--- config.mk ---
export PLATFORM = sky130hd
export DESIGN_NAME = bit_deframer
export DESIGN_NICKNAME = d
export VERILOG_FILES = /design/src/rtl/bit_deframer.sv
export SDC_FILE = /design/constraint.sdc
export NUM_CORES = 1
export LEC_CHECK = 0
export BUFFER_PORTS_ARGS = -buffer_cell sky130_fd_sc_hd__buf_2
export CORE_AREA = 5 5 77 79
export CTS_CLUSTER_DIAMETER = 150
export CTS_CLUSTER_SIZE = 20
export DETAILED_ROUTE_END_ITERATION = 8
export DIE_AREA = 0 0 82 84
export GPL_ROUTABILITY_DRIVEN = 0
export HOLD_SLACK_MARGIN = 0.05
export PLACE_DENSITY = 0.83
export SYNTH_ARGS = -nofsm -noshare
export SYNTH_HDL_FRONTEND = slang
export SYNTH_SLANG_ARGS = --single-unit
--- constraint.sdc ---
create_clock -name clk -period 2.6 [get_ports clk]
set_clock_uncertainty 0.05 [all_clocks]
set_input_delay 0.13 -clock clk [delete_from_list [all_inputs] [get_ports clk]]
set_output_delay 0.13 -clock clk [all_outputs]
set_load 0.005 [all_outputs]
--- src/rtl/bit_deframer.sv ---
// Serial bit-stream deframer: hunts for a sync byte, then collects FRAME_LEN payload
// bytes MSB first into a small first-word-fall-through FIFO with a valid/ready output.
module bit_deframer #(
    parameter logic [7:0] SYNC_WORD  = 8'hA5,
    parameter int         FRAME_LEN  = 16,
    parameter int         FIFO_DEPTH = 4
) (
    input  logic       clk,
    input  logic       rst,
    input  logic       bit_in,
    input  logic       bit_valid,
    output logic [7:0] byte_out,
    output logic       byte_valid,
    input  logic       byte_ready,
    output logic       locked,
    output logic       overflow
);

    localparam int         PTR_W     = $clog2(FIFO_DEPTH);
    localparam int         CNT_W     = PTR_W + 1;
    localparam logic [7:0] LAST_BYTE = 8'(FRAME_LEN - 1);

    typedef enum logic {ST_HUNT, ST_LOCKED} state_t;

    state_t     state_reg, state_next;
    logic [7:0] shreg_reg, shreg_next;
    logic [2:0] bit_cnt_reg, bit_cnt_next;
    logic [7:0] byte_cnt_reg, byte_cnt_next;
    logic [7:0] shift_val;
    logic       push_req;

    logic [7:0]       mem [FIFO_DEPTH];
    logic [PTR_W-1:0] wr_ptr_reg, rd_ptr_reg;
    logic [CNT_W-1:0] count_reg;
    logic             pop, push_ok, push_drop;

    // State and deframing datapath registers
    always_ff @(posedge clk or negedge rst) begin
        if (!rst) begin
            state_reg    <= ST_HUNT;
            shreg_reg    <= 8'h00;
            bit_cnt_reg  <= 3'd0;
            byte_cnt_reg <= 8'd0;
        end else begin
            state_reg    <= state_next;
            shreg_reg    <= shreg_next;
            bit_cnt_reg  <= bit_cnt_next;
            byte_cnt_reg <= byte_cnt_next;
        end
    end

    always_comb begin
        state_next    = state_reg;
        shreg_next    = shreg_reg;
        bit_cnt_next  = bit_cnt_reg;
        byte_cnt_next = byte_cnt_reg;
        push_req      = 1'b0;
        shift_val     = {shreg_reg[6:0], bit_in};
        if (bit_valid) begin
            shreg_next = shift_val;
            case (state_reg)
                ST_HUNT: begin
                    if (shift_val == SYNC_WORD) begin
                        state_next    = ST_LOCKED;
                        bit_cnt_next  = 3'd0;
                        byte_cnt_next = 8'd0;
                    end
                end
                ST_LOCKED: begin
                    bit_cnt_next = bit_cnt_reg + 3'd1;
                    if (bit_cnt_reg == 3'd7) begin
                        push_req      = 1'b1;
                        byte_cnt_next = byte_cnt_reg + 8'd1;
                        // Last byte of the frame: flush the window so the next sync needs 8 fresh bits
                        if (byte_cnt_reg == LAST_BYTE) begin
                            state_next    = ST_HUNT;
                            shreg_next    = 8'h00;
                            byte_cnt_next = 8'd0;
                        end
                    end
                end
                default: state_next = ST_HUNT;
            endcase
        end
    end

    always_comb begin
        locked = (state_reg == ST_LOCKED);
    end

    // A push into a full FIFO is still accepted when the head leaves on the same edge
    assign pop       = byte_valid & byte_ready;
    assign push_ok   = push_req & ((count_reg != CNT_W'(FIFO_DEPTH)) | pop);
    assign push_drop = push_req & ~push_ok;

    always_ff @(posedge clk) begin
        if (push_ok) begin
            mem[wr_ptr_reg] <= shift_val;
        end
    end

    always_ff @(posedge clk or negedge rst) begin
        if (!rst) begin
            wr_ptr_reg <= '0;
            rd_ptr_reg <= '0;
            count_reg  <= '0;
            overflow   <= 1'b0;
        end else begin
            if (push_ok) begin
                wr_ptr_reg <= wr_ptr_reg + PTR_W'(1);
            end
            if (pop) begin
                rd_ptr_reg <= rd_ptr_reg + PTR_W'(1);
            end
            case ({push_ok, pop})
                2'b10:   count_reg <= count_reg + CNT_W'(1);
                2'b01:   count_reg <= count_reg - CNT_W'(1);
                default: count_reg <= count_reg;
            endcase
            if (push_drop) begin
                overflow <= 1'b1;
            end
        end
    end

    // Empty FIFO presents zero so reset forces byte_out low without resetting storage
    assign byte_valid = (count_reg != '0);
    assign byte_out   = byte_valid ? mem[rd_ptr_reg] : 8'h00;

endmodule

### After elaboration in Yosys (flattened, before gate mapping)

Memory sizes are Yosys's and may differ from the RTL's.
Index checks and enable logic that the tools add are counted.

| word-level totals | value |
|---|---|
| flip-flop bits (word level) | 27 |
| bits in writable memories | 32 |
| bits of input ports | 5 |
| output and inout bits | 11 |
| word-level logic and storage cells | 53 |
| memories kept | 1 |

Memory list:

| memory | words | width | rd ports | clocked after memory_dff | wr ports | line | RTL |
|---|---|---|---|---|---|---|---|
| mem | 4 | 8 | 1 | 0 | 1 | 32 | `logic [7:0] mem [FIFO_DEPTH];` |

| operators by class | value |
|---|---|
| $add $sub $neg | 6 |
| eq/ne operators | 8 |
| muxes and demuxes | 20 |
| bitwise logic cells | 6 |
| reduce and logical (&&, ||, !) cells | 4 |

Operators by type and width:

| kind | count |
|---|---|
| $mux 8 | 4 |
| $mux 7 | 3 |
| $pmux 8 s2 | 1 |
| $pmux 3 s2 | 2 |
| $add 8x1->8 const B | 1 |
| $eq 8x4->1 const B | 1 |
| $eq 8x8->1 const B | 1 |
| $mux 1 | 8 |
| $add 3x1->3 const B | 2 |
| $add 2x1->2 const B | 2 |
| $and 1x1->1 | 3 |
| $eq 3x3->1 const B | 1 |
| $mux 3 | 1 |
| $ne 3x3->1 const B | 1 |
| $reduce_and 3->1 | 1 |
| $reduce_bool 3->1 | 1 |
| $sub 3x1->3 const B | 1 |
| $eq 2x1->1 const B | 1 |
| $eq 2x2->1 const B | 1 |
| $ne 2x1->1 const B | 1 |
| $ne 2x2->1 const B | 1 |
| $not 1->1 | 2 |
| $pmux 1 s2 | 1 |
| $reduce_and 2->1 | 1 |
| 2 further kinds | 2 |

### Longest topological paths before layout

| depth | value |
|---|---|
| depth after elaboration | 7 |
| mapped depth | 9 |
| depth with buffers taken out | 8 |

### Worst setup path before layout

OpenSTA, ideal clock, no wires.

| timing path | value |
|---|---|
| path kind | register to register |
| from | register bit_cnt_reg[0] |
| to | register count_reg[2] |
| setup time | 0.069 ns |
| data arrival time | 2.260 ns |
| data required time | 2.481 ns |
| path slack | 0.221 ns |
| stages on the path, launching flop included | 9 |
| buffers on the path | 1 |
| clock period less this slack | 2.379 ns |
| cell sequence | dfrtp_1 -> ha_1 -> ha_1 -> and3_1 -> clkbuf_1 -> nor2_1 -> fa_1 -> or4_1 -> nand3_1 |

| between the ends | value |
|---|---|
| word-level cells in the longest chain between the ends | 7 |
| elaborated cells between the ends (all ways) | 9 |
| classes of those cells | eq/ne (3); mux (4); bitwise (1); reduce/logical (1) |

Ends and longest elaborated chain:

| what | line | RTL |
|---|---|---|
| start, declared | 27 | `logic [2:0] bit_cnt_reg, bit_cnt_next;` |
| start signal, assigned | 47 | `bit_cnt_reg <= bit_cnt_next;` |
| $eq 3x3->1 * | 71 | `if (bit_cnt_reg == 3'd7) begin` |
| $mux 1 * | 71 |  |
| $mux 1 * | 61 | `case (state_reg)` |
| $mux 1 * | 59 | `if (bit_valid) begin` |
| $and 1x1->1 * | 93 | `assign push_ok = push_req & ((count_reg != CNT_W'(FIFO_DEPTH)) \| pop);` |
| $eq 2x1->1 / $eq 2x2->1 (equally long branches) | 115 | `case ({push_ok, pop})` |
| $pmux 3 s2 / $reduce_bool 2->1 (equally long branches) | -- |  |
| end signal, assigned | 116 | `2'b10: count_reg <= count_reg + CNT_W'(1);` |
| end signal, assigned | 117 | `2'b01: count_reg <= count_reg - CNT_W'(1);` |
| end signal, assigned | 118 | `default: count_reg <= count_reg;` |
| end, declared | 34 | `logic [CNT_W-1:0] count_reg;` |

Every way passes the cells marked *; elsewhere a longest branch is shown, timed or not.
A chain may end at the register's enable or synchronous reset.

### Final worst setup path

Ends and elaborated chain as after synthesis.

==> flow_results.org <==
** CTS
- Clk buf depth :: 2
- Clock root buffer :: clkbuf_8
- TritonCTS built the clock tree.
- Number of sinks on the clock net :: 59
- After clock tree synthesis, the clock-pin slew on the worst setup and hold paths is 0.06 ns.
- Post-CTS timing repair inserted 0 buffers for setup.
- Maximum level of the CTS H-tree :: 3
- Buffers inserted during clock tree synthesis total 9.
- At the later pin of the worst-skew pair, clock insertion delay measures 0.33 ns.

** Finish
- The register with the most flip-flops in the layout has 32 of them.
- Area growth syn-to-layout :: 12.5%
- The number of antenna diodes in the final layout is 0.
- The count of cells in the finished layout, fillers not included, comes to 304.
- At the end of the flow, the number of nets in the layout was 240.
- Fraction of layout cells with a size suffix above 1 :: 18.5%

** Timing
- Measured slew at the worst slew-check pin :: 0.604 ns
- Static timing analysis puts the maximum clock frequency at 462 MHz.
- Counting I/O delays and the setup requirement, the final critical path takes 2.16 ns.
- Headroom to the max-slew limit came out at 59.8%.
- The worst path uses 83.2% of the clock period.
- Setup repair after global routing left no endpoint under its margin.
- Setup-failing EPs final :: 0
- Summed over all failing endpoints, the final setup total negative slack is 0 ns.
- Slew Viols, Final :: 0
- The final hold violation count came to 0.

** Synthesis
- After synthesis the cells add up to 2670 um2.
- Flip-flop and latch count after synthesis :: 59
- Average cell area after synthesis :: 13.1 um2
- In the synthesized netlist, the cells that appear most often are 32 x edfxtp_1, 27 x dfrtp_1, 17 x nand2_1.
- The largest total area in the synthesized netlist belongs to edfxtp_1.
- Number of standard cells after synthesis :: 204
- The number of different library cells used by synthesis comes to 37.
- Proportion of synthesized flip-flops having asynchronous set or reset :: 45.8%
- Synth area leaders :: edfxtp_1 36%, dfrtp_1 25%, mux4_2 6.8%
- Most numerous cell in the Yosys netlist :: edfxtp_1
- The number of nets in the synthesized netlist is 217.
- The most used flip-flop cell after synthesis is edfxtp_1.
- Seq/Total Area, Yosys :: 61.4%
- Synth warn :: 0
- In this run the biggest area consumer among cell types represents 36.0% of the synthesized area.
- EDFF count, synth :: 32

** Detailed routing
- Number of iterations in the first detailed-routing pass :: 4
- The detailed router placed 1,655 vias in this run.
- Per-cell via count in the routed design :: 5.44
- WL per Instance :: 15.3 um
- For this block, the initial DRC count from the detailed router was 77.
- The count of nets left with antenna violations once routing finished came out at 0.
- Summed over all layers, the routed wires come to 4.64 mm.
- DRC violation count after routing :: 0

** Worst setup path
- Arrival time at the worst endpoint :: 2.38 ns
- The endpoint identified for the worst register-to-register timing path is count_reg[2]$_DFFE_PN0P_.
- Setup slack, reg-to-reg :: 0.44 ns
- Worst R2R Path Depth :: 7
- The worst setup path is captured at a flip-flop.
- The worst setup path is launched from a flip-flop.
- Maximum fanout along the worst path :: 5
- Crit path cell chain :: ha_1, ha_1, and3_1, nor2_1, fa_1, or4_1, nand3_1
- Startpoint-to-endpoint class of the critical path :: flip-flop to flip-flop
- The slowest stage of the critical path belongs to the cell or4_1.
- Biggest cell delay along the critical path :: 0.53 ns
- Required time of the critical path :: 2.81 ns
- The worst register-to-register path begins at bit_cnt_reg[0]$_DFFE_PN0P_.
- CP most frequent cell :: ha_1

** Floorplanning
- The floorplan step set the die width to 82 um.
- Height of the chip :: 84 um
- Die area :: 6890 um2
- Core box area :: 5270 um2
- Starting Density :: 50.6%
- Number of top-level design ports :: 16
- Row generation in the floorplan step produced 27 rows.

** Place
- After legalization and detailed placement, the total HPWL measured 3.21 mm.
- Counting tap cells, the placed design contains a total of 286 instances.
- Port Buffers :: 15

** Worst hold path
- The worst hold path terminates at shreg_reg[6]$_DFFE_PN0P_.
- Hold path depth :: 3
- Path category of the worst min-delay check :: input port to flip-flop
- The startpoint identified for the worst hold timing path is bit_valid.

** Pwr
- Net switching is 30.8% of the power.
- Max rail drop VDD :: 0.450 mV
- Leakage Power :: 1.20 nW
- For this design the ratio of total power to cell area is 889 nW/um2.
- Internal :: 1.85 mW
- The clock network is responsible for 25.2% of the overall power.
- In this run the power spent charging and discharging nets is 0.821 mW.
- Share of total power in combinational logic :: 25.0%
- In this run, flip-flops and latches consume 49.7% of the power.

** Global route
- The initial antenna violation count is 0.
- Pin count of the biggest net entering global routing :: 28
- The first global-routing pass estimated 7.71 mm of wire.
- Total grt overflow :: 0
- The via count of the first global-routing pass was 1,590.
- In the global route stage, overall resource usage came out at 15.1%.

** Flow run
- Count of maximum capacitance violations :: 0

** Outcome
- The run finished with clean final reports.
stage by stage:
| stage | utilization (%) | instance area, um2 | total power [mW] | hold WS, ns | setup WS [ns] |
|---|---|---|---|---|---|
| global route | 57.0 | 3000 | 2.86 | 0.0911 | 0.278 |
| CTS | 57.0 | 3000 | 2.70 | 0.0783 | 0.385 |
| detailed placement | 53.6 | 2820 | 2.03 | 0.130 | 0.393 |
| global placement | 53.6 | 2820 | 1.99 | 0.116 | 0.493 |
| floorplan | - | 2670 | 1.79 | -0.216 | 0.221 |
| finish | 57.0 | 3000 | 2.67 | 0.101 | 0.437 |
logic make-up (layout without fill, tap and decap cells):
group                    Yosys count  count (layout)  synth area share, %
adder cells (fa/ha/maj)            8               8                 4.03
AO/OA/AOI/OAI                     29              29                 7.36
multiplexers                      12              12                 8.26
XOR/XNOR                           7               7                 2.30
flip-flops                        59              59                 61.4
buffers and inverters             18              46                 2.91
AND/OR/NAND/NOR                   71              71                 13.8
cell type report:
class                      count  area [um2]
fill                         442        2270
sequential                    59        1640
multi-input combinational    127         953
timing repair buffer          22         133
clock buffer                   9         124
tap                           72        90.1
clock inverter                 7        35.0
inverter                       8        30.0
how the worst max path moves through the flow:
stage,start,end,depth (start not counted)
floorplan,bit_cnt_reg[0]$_DFFE_PN0P_,count_reg[2]$_DFFE_PN0P_,8
detailed placement,bit_cnt_reg[0]$_DFFE_PN0P_,mem[3][5]$_DFFE_PP_,5
CTS,bit_cnt_reg[0]$_DFFE_PN0P_,mem[3][4]$_DFFE_PP_,5
finish,bit_cnt_reg[0]$_DFFE_PN0P_,count_reg[2]$_DFFE_PN0P_,7
global route,bit_cnt_reg[0]$_DFFE_PN0P_,count_reg[2]$_DFFE_PN0P_,7
global placement,count_reg[1]$_DFFE_PN0P_,count_reg[2]$_DFFE_PN0P_,6
routing by layer:
layer | routed length, um | track usage (%) | part of all wire [%] | up-vias
li1 | - | - | - | 806
met1 | 2090 | 20.3 | 45 | 814
met2 | 2300 | 22.4 | 50 | 31
met3 | 211 | 5.18 | 4.6 | 4
met4 | 34 | 5.89 | 0.73 | 0
met5 | 0 | 0 | 0 | -
worst max-delay path, delay by kind of cell (launching register included):
kind / cells / cell delay (ns)
DFF: 1 / 0.37
adders and majority gates: 3 / 0.78
and+or+nand+nor: 4 / 0.89
power groups by stage:
stage / clock network (mW) / registers [mW] / logic (mW)
6_report: 0.673 / 1.33 / 0.668
5_1_grt: 0.738 / 1.36 / 0.759
4_1_cts: 0.688 / 1.33 / 0.682
3_5_place_dp: 0 / 1.35 / 0.676
3_3_place_gp: 0 / 1.34 / 0.658
2_1_floorplan: 0 / 1.24 / 0.542
cells in the final DEF, fill, tap and decap left out, types with 2 or more instances in the layout:
cell,netlist,final
edfxtp_1,32,32
buf_4,0,5
dfrtp_1,27,27
nand2_1,17,17
nand3_1,14,14
nand4_1,3,3
ha_1,7,7
clkinvlp_4,0,2
dlygate4sd3_1,0,2
o21ai_1,5,5
or4_1,2,2
o21ai_0,2,2
and3_1,5,5
mux2i_1,4,4
clkbuf_8,0,9
buf_2,2,15
and2_1,12,12
inv_1,8,8
xnor2_1,7,7
clkinv_1,0,4
o22ai_1,3,3
nor2_1,12,12
mux4_2,8,8
a221oi_1,2,2
a21oi_1,6,6
o31ai_1,2,2
o211ai_2,2,2
o211ai_1,2,2
what timing repair did:
action                    4_1_cts  5_1_grt
gates resized for setup         0        0
hold buffers                    2        0
hold endpoints to repair       31        0
(Power assumes the default switching activity.)
